## src/rtl/tile_line_fetcher_pkg.sv

```systemverilog
// Shared video definitions for the tile line fetcher: tilemap entry layout,
// map/pattern geometry and the fetch FSM state encoding.
package tile_line_fetcher_pkg;

  localparam int TILE_IDX_MSB = 8;
  localparam int HFLIP_BIT    = 9;
  localparam int VFLIP_BIT    = 10;
  localparam int TILEMAP_COLS = 64;
  localparam int TILE_WORDS   = 16;
  localparam int LINE_BUF_W   = 9;

  typedef enum logic [2:0] {
    ST_IDLE = 3'd0,
    ST_MAP  = 3'd1,
    ST_PAT0 = 3'd2,
    ST_PAT1 = 3'd3,
    ST_ISS0 = 3'd4,
    ST_ISS1 = 3'd5
  } state_e;

endpackage

```

## src/rtl/tile_line_fetcher_if.sv

```systemverilog
// VRAM read port and renderer start port of the tile line fetcher, bundled.
// master = fetcher side, slave = VRAM arbiter / renderer side.
interface tile_line_fetcher_if #(
  parameter int VADDR_W = 13
) ();
  logic               vram_req;
  logic [VADDR_W-1:0] vram_addr;
  logic               vram_ack;
  logic [15:0]        vram_rddata;
  logic [8:0]         render_idx;
  logic [15:0]        render_data;
  logic               render_start;
  logic               render_busy;
  logic               render_last_pixel;

  modport master (
    output vram_req, vram_addr, render_idx, render_data, render_start,
    input  vram_ack, vram_rddata, render_busy, render_last_pixel
  );

  modport slave (
    input  vram_req, vram_addr, render_idx, render_data, render_start,
    output vram_ack, vram_rddata, render_busy, render_last_pixel
  );
endinterface

```

## src/rtl/tile_line_fetcher.sv

```systemverilog
// Walks one tilemap row per scanline, fetches entry + two pattern words per
// tile from VRAM, applies scroll/flip and hands each word to the line renderer.
module tile_line_fetcher
  import tile_line_fetcher_pkg::*;
#(
  parameter int NUM_TILES = 41,
  parameter int VADDR_W   = 13
) (
  input  logic               clk,
  input  logic               reset_n,
  input  logic               line_start,
  input  logic [7:0]         line_num,
  input  logic [8:0]         scroll_x,
  input  logic [7:0]         scroll_y,
  input  logic [VADDR_W-1:0] map_base,
  tile_line_fetcher_if.master bus,
  output logic               line_done,
  output logic               busy
);

  function automatic logic [VADDR_W-1:0] map_addr(input logic [VADDR_W-1:0] base,
                                                  input logic [4:0] row,
                                                  input logic [5:0] col0,
                                                  input logic [5:0] t);
    logic [5:0] col;
    col = col0 + t;
    return VADDR_W'(32'(base) + 32'(row) * 32'(TILEMAP_COLS) + 32'(col));
  endfunction

  function automatic logic [VADDR_W-1:0] pat_addr(input logic [10:0] entry,
                                                  input logic [2:0] ypix,
                                                  input logic w);
    logic [2:0] prow;
    prow = entry[VFLIP_BIT] ? (3'd7 - ypix) : ypix;
    return VADDR_W'(32'(entry[TILE_IDX_MSB:0]) * 32'(TILE_WORDS) + 32'(prow) * 32'd2 + 32'(w));
  endfunction

  function automatic logic [15:0] nib_rev(input logic [15:0] d);
    return {d[3:0], d[7:4], d[11:8], d[15:12]};
  endfunction

  // Negative offsets wrap into the unused top of the line buffer.
  function automatic logic [LINE_BUF_W-1:0] line_idx(input logic [5:0] t,
                                                     input logic k,
                                                     input logic [2:0] fine);
    return LINE_BUF_W'(32'(t) * 32'd8 + 32'(k) * 32'd4 - 32'(fine));
  endfunction

  state_e             state_q, state_d;
  logic [4:0]         row_q, row_d;
  logic [2:0]         ypix_q, ypix_d;
  logic [5:0]         col0_q, col0_d;
  logic [2:0]         fine_q, fine_d;
  logic [VADDR_W-1:0] base_q, base_d;
  logic [5:0]         t_q, t_d;
  logic [10:0]        entry_q, entry_d;
  logic [15:0]        w0_q, w0_d, w1_q, w1_d;
  logic               drain_q, drain_d;
  logic               req_q, req_d;
  logic [VADDR_W-1:0] addr_q, addr_d;
  logic [8:0]         idx_q, idx_d;
  logic [15:0]        data_q, data_d;
  logic               start_q, start_d;
  logic               done_q, done_d;
  logic               busy_q, busy_d;
  logic [7:0]         y_s;
  logic               ready_s, final_s, finishing_s;

  // Next-state, datapath and registered-output computation.
  always_comb begin
    state_d = state_q; row_d = row_q; ypix_d = ypix_q; col0_d = col0_q;
    fine_d = fine_q; base_d = base_q; t_d = t_q; entry_d = entry_q;
    w0_d = w0_q; w1_d = w1_q; drain_d = drain_q; req_d = req_q; addr_d = addr_q;
    idx_d = idx_q; data_d = data_q; start_d = 1'b0; done_d = 1'b0;
    y_s         = line_num + scroll_y;
    ready_s     = !bus.render_busy || bus.render_last_pixel;
    final_s     = (t_q == 6'(NUM_TILES - 1));
    finishing_s = (state_q == ST_ISS1) && ready_s && final_s;

    case (state_q)
      ST_IDLE: state_d = ST_IDLE;
      ST_MAP, ST_PAT0, ST_PAT1: begin
        if (!req_q) begin
          req_d = 1'b1;
          if (state_q == ST_MAP)       addr_d = map_addr(base_q, row_q, col0_q, t_q);
          else if (state_q == ST_PAT0) addr_d = pat_addr(entry_q, ypix_q, 1'b0);
          else                         addr_d = pat_addr(entry_q, ypix_q, 1'b1);
        end else if (bus.vram_ack) begin
          req_d = 1'b0;
          if (drain_q) begin
            // Completed read belonged to an aborted line; discard it.
            drain_d = 1'b0;
          end else if (state_q == ST_MAP) begin
            entry_d = bus.vram_rddata[10:0];
            state_d = ST_PAT0;
          end else if (state_q == ST_PAT0) begin
            w0_d    = bus.vram_rddata;
            state_d = ST_PAT1;
          end else begin
            w1_d    = bus.vram_rddata;
            state_d = ST_ISS0;
          end
        end else begin
          req_d = req_q;
        end
      end
      ST_ISS0: begin
        if (ready_s) begin
          start_d = 1'b1;
          idx_d   = line_idx(t_q, 1'b0, fine_q);
          data_d  = entry_q[HFLIP_BIT] ? nib_rev(w1_q) : w0_q;
          state_d = ST_ISS1;
        end else begin
          state_d = ST_ISS0;
        end
      end
      ST_ISS1: begin
        if (ready_s) begin
          start_d = 1'b1;
          idx_d   = line_idx(t_q, 1'b1, fine_q);
          data_d  = entry_q[HFLIP_BIT] ? nib_rev(w0_q) : w1_q;
          if (final_s) begin
            done_d  = 1'b1;
            state_d = ST_IDLE;
          end else begin
            t_d     = t_q + 6'd1;
            state_d = ST_MAP;
          end
        end else begin
          state_d = ST_ISS1;
        end
      end
      default: state_d = ST_IDLE;
    endcase

    if (line_start) begin
      row_d   = y_s[7:3];
      ypix_d  = y_s[2:0];
      col0_d  = scroll_x[8:3];
      fine_d  = scroll_x[2:0];
      base_d  = map_base;
      t_d     = 6'd0;
      state_d = ST_MAP;
      if (state_q == ST_IDLE || finishing_s) begin
        req_d   = 1'b0;
        drain_d = 1'b0;
      end else begin
        // Abort: an unacked read stays on the bus until its ack arrives.
        start_d = 1'b0;
        done_d  = 1'b0;
        idx_d   = idx_q;
        data_d  = data_q;
        req_d   = req_q && !bus.vram_ack;
        drain_d = req_q && !bus.vram_ack;
      end
    end else begin
      base_d = base_d;
    end
    busy_d = (state_d != ST_IDLE);
  end

  // State and output registers with synchronous active-low reset.
  always_ff @(posedge clk) begin
    if (!reset_n) begin
      state_q <= ST_IDLE; row_q <= 5'd0; ypix_q <= 3'd0; col0_q <= 6'd0;
      fine_q <= 3'd0; base_q <= '0; t_q <= 6'd0; entry_q <= 11'd0;
      w0_q <= 16'd0; w1_q <= 16'd0; drain_q <= 1'b0; req_q <= 1'b0;
      addr_q <= '0; idx_q <= 9'd0; data_q <= 16'd0; start_q <= 1'b0;
      done_q <= 1'b0; busy_q <= 1'b0;
    end else begin
      state_q <= state_d; row_q <= row_d; ypix_q <= ypix_d; col0_q <= col0_d;
      fine_q <= fine_d; base_q <= base_d; t_q <= t_d; entry_q <= entry_d;
      w0_q <= w0_d; w1_q <= w1_d; drain_q <= drain_d; req_q <= req_d;
      addr_q <= addr_d; idx_q <= idx_d; data_q <= data_d; start_q <= start_d;
      done_q <= done_d; busy_q <= busy_d;
    end
  end

  assign bus.vram_req     = req_q;
  assign bus.vram_addr    = addr_q;
  assign bus.render_idx   = idx_q;
  assign bus.render_data  = data_q;
  assign bus.render_start = start_q;
  assign line_done        = done_q;
  assign busy             = busy_q;

endmodule

```

## src/flat_wrapper.sv

```systemverilog
// flat-port wrapper written by rule: the top's interface ports become plain ports
module tile_line_fetcher_flat import tile_line_fetcher_pkg::*;
#(
  parameter int NUM_TILES = 41,
  parameter int VADDR_W   = 13
)
  (clk, reset_n, line_start, line_num, scroll_x, scroll_y, map_base, line_done, busy, bus_vram_req, bus_vram_addr, bus_render_idx, bus_render_data, bus_render_start, bus_vram_ack, bus_vram_rddata, bus_render_busy, bus_render_last_pixel);
  tile_line_fetcher_if #(.VADDR_W(VADDR_W)) bus_i ();
  input  logic clk;
  input  logic reset_n;
  input  logic line_start;
  input  logic [7:0] line_num;
  input  logic [8:0] scroll_x;
  input  logic [7:0] scroll_y;
  input  logic [VADDR_W-1:0] map_base;
  output logic line_done;
  output logic busy;
  output wire logic [$bits(bus_i.vram_req)-1:0] bus_vram_req;
  output wire logic [$bits(bus_i.vram_addr)-1:0] bus_vram_addr;
  output wire logic [$bits(bus_i.render_idx)-1:0] bus_render_idx;
  output wire logic [$bits(bus_i.render_data)-1:0] bus_render_data;
  output wire logic [$bits(bus_i.render_start)-1:0] bus_render_start;
  input wire logic [$bits(bus_i.vram_ack)-1:0] bus_vram_ack;
  input wire logic [$bits(bus_i.vram_rddata)-1:0] bus_vram_rddata;
  input wire logic [$bits(bus_i.render_busy)-1:0] bus_render_busy;
  input wire logic [$bits(bus_i.render_last_pixel)-1:0] bus_render_last_pixel;
  assign bus_vram_req = bus_i.vram_req;
  assign bus_vram_addr = bus_i.vram_addr;
  assign bus_render_idx = bus_i.render_idx;
  assign bus_render_data = bus_i.render_data;
  assign bus_render_start = bus_i.render_start;
  assign bus_i.vram_ack = bus_vram_ack;
  assign bus_i.vram_rddata = bus_vram_rddata;
  assign bus_i.render_busy = bus_render_busy;
  assign bus_i.render_last_pixel = bus_render_last_pixel;
  tile_line_fetcher #(.NUM_TILES(NUM_TILES), .VADDR_W(VADDR_W)) u_core (.clk(clk), .reset_n(reset_n), .line_start(line_start), .line_num(line_num), .scroll_x(scroll_x), .scroll_y(scroll_y), .map_base(map_base), .bus(bus_i), .line_done(line_done), .busy(busy));
endmodule
```

## config.mk

```make
export PLATFORM = sky130hd
export DESIGN_NAME = tile_line_fetcher_flat
export DESIGN_NICKNAME = d
export VERILOG_FILES = /design/src/rtl/tile_line_fetcher_pkg.sv /design/src/rtl/tile_line_fetcher_if.sv /design/src/rtl/tile_line_fetcher.sv /design/src/flat_wrapper.sv
export SDC_FILE = /design/constraint.sdc
export NUM_CORES = 1
export LEC_CHECK = 0
export ABC_AREA = 1
export BUFFER_PORTS_ARGS = -buffer_cell sky130_fd_sc_hd__buf_2
export CORE_AREA = 2 2 132 167
export DETAILED_ROUTE_END_ITERATION = 6
export DIE_AREA = 0 0 134 169
export PLACE_DENSITY_LB_ADDON = 0.08
export RECOVER_POWER = 25
export SYNTH_ARGS = -nofsm -noshare
export SYNTH_HDL_FRONTEND = slang
export SYNTH_SLANG_ARGS = --single-unit
```

## constraint.sdc

```tcl
create_clock -name clk -period 3.93 [get_ports clk]
set_input_delay 0.5895 -clock clk [delete_from_list [all_inputs] [get_ports clk]]
set_output_delay 0.5895 -clock clk [all_outputs]
set_load 0.01 [all_outputs]
```

==> key figures, run 1 <==
Outcome
  • Status: finished, final reports clean

Synthesis
  • Post-Syn Nets: 1005
  • Ys async rst share: 0%
  • Post-synth EDFFs: 0
  • YS warnings: 0
  • Yosys top cell by area: dfxtp_1
  • Top_reg_cell synth: dfxtp_1
  • Synth top area share: about two fifths
  • Cell count after synthesis: between 900 and 1000
  • Post-Syn Area: 6430 um2
  • Synth Register Bits: approximately 130
  • Avg Inst Size Synth: between 7 and 8 um2
  • Seq/Total Area, Yosys: about two fifths
  • Top cells by area, synth: dfxtp_1, nand2_1, o21ai_0, a21oi_1, inv_1
  • Unique masters post-synth: 42

STA
  • Fmax: about 0.37 GHz
  • RSZ-0062 raised after global routing: false
  • Setup TNS: 0 ns
  • Final setup viols: 0
  • Max Slew Vio Count: 0
  • Final Critical Period: 2.68 ns
  • Tightest Pin Transition: roughly 1.5 ns
  • Hold Vio Cnt, Final: 0
  • Slew Limit Headroom: under 10%
  • Fin Hold WS: 0.375 ns
  • Period utilisation layout: about two thirds
  • Clk_skew: around 0.0083 ns

Critical path
  • Worst R2R End: u_core.bus.vram_addr[11]
  • CP Class: flip-flop to flip-flop
  • Required time worst endpoint: between 4 and 5 ns
  • Register-to-register setup slack: 1.25 ns
  • R2r startpoint: u_core.t_q[1]
  • Worst reg2reg path depth: 15
  • Crit path launch type: flip-flop
  • Data arrival, critical path: 2.95 ns
  • Crit Path Max Fanout: 5
  • CP endpoint kind: flip-flop

Power
  • Peak VDD IR: ~0.3 mV
  • Pwr Total: 3440 uW
  • Leakage: 0.00342 uW
  • Power Dens Cells: 445 nW/um2

Drt
  • Remaining DRCs: 0
  • 1st-iter DRT viols: 262
  • Wire per inst: 14.7 um
  • Final WL: 18.9 mm
  • Via density: ~4.6
  • Vias: about 6000
  • Antenna-violating nets left: 0
  • 1st-pass router iterations: 4

Clock tree
  • Cts repair resizes: 0
  • Root Buffer: clkbuf_16
  • Worst-Skew Late Latency: roughly 0.42 ns
  • CTS Hold Bufs: 0
  • Max clock buf depth: 2
  • Number of setup buffers added after CTS: 0
  • Worst-path clk slew: 0.06 ns
  • CTS tree: done
  • Clock sink count: 125
  • Total CTS buffers: 17
  • CTS H-tree depth: 4

Placement
  • Routability cong.: slightly above 0.9
  • Detailed Place HPWL: 14.0 mm
  • PortBufs: 101

Min path
  • Hold Crit Class: primary input to flip-flop
  • Hold path start: scroll_x[0]
  • Worst hold stages: 3
  • Worst min-delay path endpoint: u_core.fine_q[0]

Floorplan
  • Die Y: between 150 and 200 um
  • Die width: 134 um
  • I/O pin cnt: 102
  • Initial Util: 30.5%
  • Std-Cell Rows: 60
  • Core Region: 21100 um2
  • DIE AREA: about 23000 um2

Final layout
  • # diodes: 0
  • Layout Utilization: 36.7%
  • Area Overhead vs Synth: 20.2%
  • Share of cells above drive strength 1: 11.5%
  • Post-layout nets: 1087

Global routing
  • Gr ovfl total: 0
  • Total global-route track usage: 17.3%
  • Initial antenna violation count: 0
  • First-pass GRT wire length: 30.4 mm
  • Largest net degree at the start of global routing: 81
  • Vias in the first global route: 5919

Job
  • Max_cap viols: 0
-- worst max path at each step --
stage / start / endpoint / slack [ns] / cells after the start
after floorplan: u_core.t_q[0] / u_core.bus.vram_addr[11] / 1.62 / 16
after global placement: u_core.t_q[1] / u_core.bus.vram_addr[11] / 1.31 / 15
after detailed placement: u_core.t_q[1] / u_core.bus.vram_addr[9] / 1.25 / 15
after CTS: u_core.t_q[1] / u_core.bus.vram_addr[11] / 1.23 / 15
after global routing: u_core.t_q[1] / u_core.bus.vram_addr[11] / 0.92 / 15
final: u_core.t_q[1] / u_core.bus.vram_addr[11] / 1.25 / 15
-- routing by layer --
metal  vias up  GRT usage (%)  part of all wire (%)  wire (um)
met5         -              0                     0          0
met2       100           30.9                    51       9610
met4         0           6.80                   2.3        442
met3        21           3.35                   3.4        652
li1       3159              -                     -          -
met1      2708           20.2                    43       8210
-- cells in the mapped netlist (4+ instances only) --
cell type,n
nand2_1,202
dfxtp_1,125
o21ai_0,125
inv_1,98
nor2_1,90
a21oi_1,78
nand3_1,33
ha_1,26
clkbuf_1,19
a22o_1,17
xor2_1,15
buf_2,14
nand4_1,9
inv_2,7
xnor2_1,7
o21ai_1,6
buf_1,4
buf_4,4
nor3_1,4
-- area by class of cell --
type                       instances  area (um2)
tap                              279         349
multi-input combinational        641        3320
inverter                         106         398
timing repair buffer             107         498
sequential                       125        2500
clock buffer                      17         425
fill                            2379       13400
clock inverter                    15         243
-- placed cells by master (no fill, tap or decap), drive strengths merged, types with 17 or more instances in the layout --
master,Yosys,layout
buf,24,66
ha,26,26
a21oi,78,78
dfxtp,125,125
inv,105,107
nand2,203,203
nand3,34,34
o21ai,131,131
nor2,93,93
clkbuf,20,58
a22o,17,17
-- registers in the layout, summed over array words and instances, names as in the netlist --
name / count
u_core.t_q: 6
u_core.bus.vram_addr: 13
u_core.bus.render_idx: 9
u_core.base_q: 13
u_core.line_done: 1
u_core.col0_q: 6
u_core.busy: 1
u_core.entry_q: 11
u_core.w0_q: 16
u_core.bus.render_start: 1
u_core.bus.vram_req: 1
u_core.bus.render_data: 16
u_core.state_q: 3
u_core.fine_q: 3
u_core.row_q: 5
u_core.drain_q: 1
u_core.w1_q: 16
u_core.ypix_q: 3
-- per-stage QoR --
step / instance area, um2 / setup slack (ns) / instances
floorplan: 6430 / 1.62 / 916
global placement: 7120 / 1.31 / 1258
detailed placement: 7120 / 1.25 / 1258
CTS: 7790 / 1.23 / 1290
global route: 7740 / 0.924 / 1290
finish: 7740 / 1.25 / 1290
-- worst max-delay path: stages (launching register included) --
cell	delay [ns]
dfxtp_1	0.40
inv_1	0.15
fa_1	0.48
o221ai_1	0.24
xor2_1	0.24
ha_1	0.32
nand2_1	0.09
nand2_1	0.07
nand2_1	0.08
nand2_1	0.05
nand2_1	0.07
nand3_1	0.08
nand2_1	0.07
nand3_1	0.06
nand2_1	0.07
a21oi_1	0.05
-- cells by family after synthesis --
kind of cell	synth area share, %
DFF	38.9
and+or+nand+nor	22.0
adders and majority gates	5.99
xor gates and xnor gates	3.00
AOI/OAI and AO/OA	20.6
buffers and inverters	9.51
-- power by group --
| part | switching, uW | internal (uW) | leakage, uW | total (uW) |
|---|---|---|---|---|
| logic | 191 | 117 | 0.00209 | 308 |
| clock network | 608 | 1190 | 0.000316 | 1800 |
| registers | 32.4 | 1310 | 0.00102 | 1340 |
(Power assumes the default switching activity.)
==> run 2, diff against run 1 <==
==> constraint.sdc (replaced) <==
create_clock -name clk -period 2.7 [get_ports clk]
set_input_delay 0.405 -clock clk [delete_from_list [all_inputs] [get_ports clk]]
set_output_delay 0.405 -clock clk [all_outputs]
set_load 0.01 [all_outputs]
==> key figures, run 2 (synthesis gave the netlist of run 1 again) <==
Clock tree
  • Total CTS buffers: 17 (unchanged)
  • CTS tree: done
  • Worst-Skew Late Latency: 0.41 ns (about the same)
  • CTS H-tree depth: 4 (unchanged)
  • Clock sink count: 125 (unchanged)
  • Root Buffer: clkbuf_16
  • Worst-path clk slew: 0.06 ns (about the same)
  • CTS Hold Bufs: 0 (unchanged)
  • Max clock buf depth: 2 (unchanged)

Floorplan
  • Initial Util: 30.5% (unchanged)
  • Std-Cell Rows: 60 (unchanged)
  • Die Y: 169 um (unchanged)
  • DIE AREA: 22600 um2 (unchanged)
  • Core Region: 21100 um2 (unchanged)
  • I/O pin cnt: 102 (unchanged)
  • Die width: 134 um (unchanged)

Placement
  • PortBufs: 101 (unchanged)
  • Detailed Place HPWL: 14.0 mm (about the same)
  • Routability cong.: 0.869 (-5.4%)

Critical path
  • R2r startpoint: u_core.t_q[0]
  • Crit path launch type: flip-flop
  • Setup crit start: u_core.t_q[0]
  • Slowest stage delay, CP: 0.35 ns (-0.13 ns)
  • Crit-path cells: ha_1 > inv_1 > fa_2 > o221ai_2 > xor2_1 > ha_1 > nand2_1 > inv_1 > nand2_1 > nand2_1 > nand2_1 > nand3_1 > nand2_1 > nand3_1 > nand2_1 > a21oi_1
  • CP Class: flip-flop to flip-flop
  • CP most frequent cell: nand2_1
  • CP endpoint kind: flip-flop
  • Crit Path Max Fanout: 4 (-1)
  • Slowest CP cell: dfxtp_2
  • Required time worst endpoint: 3.00 ns (-1.20 ns)
  • Data arrival, critical path: 2.80 ns (-0.15 ns)

STA
  • Fmax: 0.400 GHz (+7.4%)
  • Max Slew Vio Count: 0 (unchanged)
  • Final setup viols: 0 (unchanged)
  • Clk_skew: 0.00791 ns (-0.000420 ns)
  • Hold Vio Cnt, Final: 0 (unchanged)
  • Period utilisation layout: 92.5% (+24 points)
  • RSZ-0062 raised after global routing: false
  • Tightest Pin Transition: 1.45 ns (-0.0102 ns)
  • Final Critical Period: 2.50 ns (-0.186 ns)
  • Setup TNS: 0 ns (unchanged)
  • Slew Limit Headroom: 3.64% (+0.68 points)

Drt
  • Wire per inst: 14.7 um (+0.27%)
  • Vias: 6068 (+1.3%)
  • Remaining DRCs: 0 (unchanged)
  • Final WL: 19.1 mm (+0.89%)
  • Via density: 4.67 (+0.71%)
  • 1st-iter DRT viols: 267 (+1.9%)
  • Antenna-violating nets left: 0 (unchanged)
  • 1st-pass router iterations: 4 (unchanged)

Final layout
  • # diodes: 0 (unchanged)
  • Filler instances: 2321 (-2.4%)
  • Post-layout nets: 1095 (+0.74%)
  • Area Overhead vs Synth: 21.5%
  • Multi-input logic area: 3350 um2 (+0.94%)
  • Commonest non-fill, non-tap cell in the layout: nand2_1
  • Layout Utilization: 37.1% (+0.38 points)
  • Area occupied by registers: 2510 um2 (about the same)
  • Share of cells above drive strength 1: 14.6% (+3.1 points)
  • Most frequent cells in the layout: nand2_1, o21ai_0, dfxtp_1, inv_1, nor2_1

Global routing
  • Gr ovfl total: 0 (unchanged)
  • Vias in the first global route: 5892 (-0.46%)
  • Total global-route track usage: 17.2% (-0.028 points)
  • Initial antenna violation count: 0 (unchanged)
  • First-pass GRT wire length: 30.4 mm (-0.20%)
  • Largest net degree at the start of global routing: 80 (-1.2%)

Power
  • Leakage: 0.00353 uW (+3.3%)
  • Power Dens Cells: 623 nW/um2 (+40%)
  • Peak VDD IR: 0.390 mV (+27%)

Outcome
  • Status: finished, final reports clean

Min path
  • Hold path start: scroll_x[4]
  • Hold Crit Class: primary input to flip-flop

Job
  • Max_cap viols: 0 (unchanged)
## run 2: cell count changes in the layout (fill, tap and decap cells not counted), moves of 3 or more
| cell | previous run | this run |
|---|---|---|
| buf_2 | 61 | 80 |
| clkbuf_1 | 40 | 23 |
| clkbuf_8 | 0 | 3 |
| buf_4 | 5 | 12 |
## run 2: final cells by class
| cell class | instances | area share [%] |
|---|---|---|
| tap | 279 | 4.47 |
| sequential | 125 | 32.1 |
| inverter | 106 | 5.09 |
| timing repair buffer | 115 | 7.40 |
| clock buffer | 21 | 6.02 |
| multi-input combinational | 641 | 42.9 |
| clock inverter | 11 | 2.10 |
## run 2: path summary, 6_finish.rpt
kind | slack, ns | cells after the start | end
worst min register to register | 0.45 | 2 | u_core.drain_q
worst min-delay path | 0.19 | 3 | u_core.col0_q[1]
worst max-delay path | 0.20 | 16 | u_core.bus.vram_addr[10]
worst max register to register | 0.20 | 16 | u_core.bus.vram_addr[10]
## run 2: metrics by stage
stage / cells / total power, uW / hold WS (ns) / worst slack [ns] / area (um2)
5_1_grt: 1298 / 5080 / 0.194 / 0.000678 / 7820
4_1_cts: 1297 / 4940 / 0.182 / 0.0650 / 7820
6_report: 1298 / 4870 / 0.193 / 0.202 / 7820
3_5_place_dp: 1265 / 2450 / 0.448 / 0.0737 / 7180
3_3_place_gp: 1265 / 2450 / 0.448 / 0.123 / 7180
2_1_floorplan: 916 / 2270 / 0.428 / 0.390 / 6430
## run 2: repair_timing
action	in CTS	in global routing
gates resized for setup	0	10
buffers inserted	0	1
setup endpoints to repair	0	8
## run 2: metal layers
layer / vias to the layer above / part of all wire [%] / track usage [%]
met5: - / 0 / 0
li1: 3164 / - / -
met3: 15 / 3.5 / 3.53
met4: 0 / 1.7 / 5.78
met2: 113 / 51 / 30.9
met1: 2776 / 44 / 20.3
## run 2: power breakdown
part,total (uW),internal [uW],switching [uW]
Clock,2460,1610,844
Sequential,1940,1900,42.4
Combinational,468,180,288
## run 2: critical path, delay by kind of cell (launching register included)
kind | cells | cell delay (ns)
DFF | 1 | 0.35
AOI/OAI and AO/OA | 2 | 0.26
adders and majority gates | 3 | 0.84
xor gates and xnor gates | 1 | 0.23
buffers and inverters | 2 | 0.13
and+or+nand+nor | 8 | 0.58
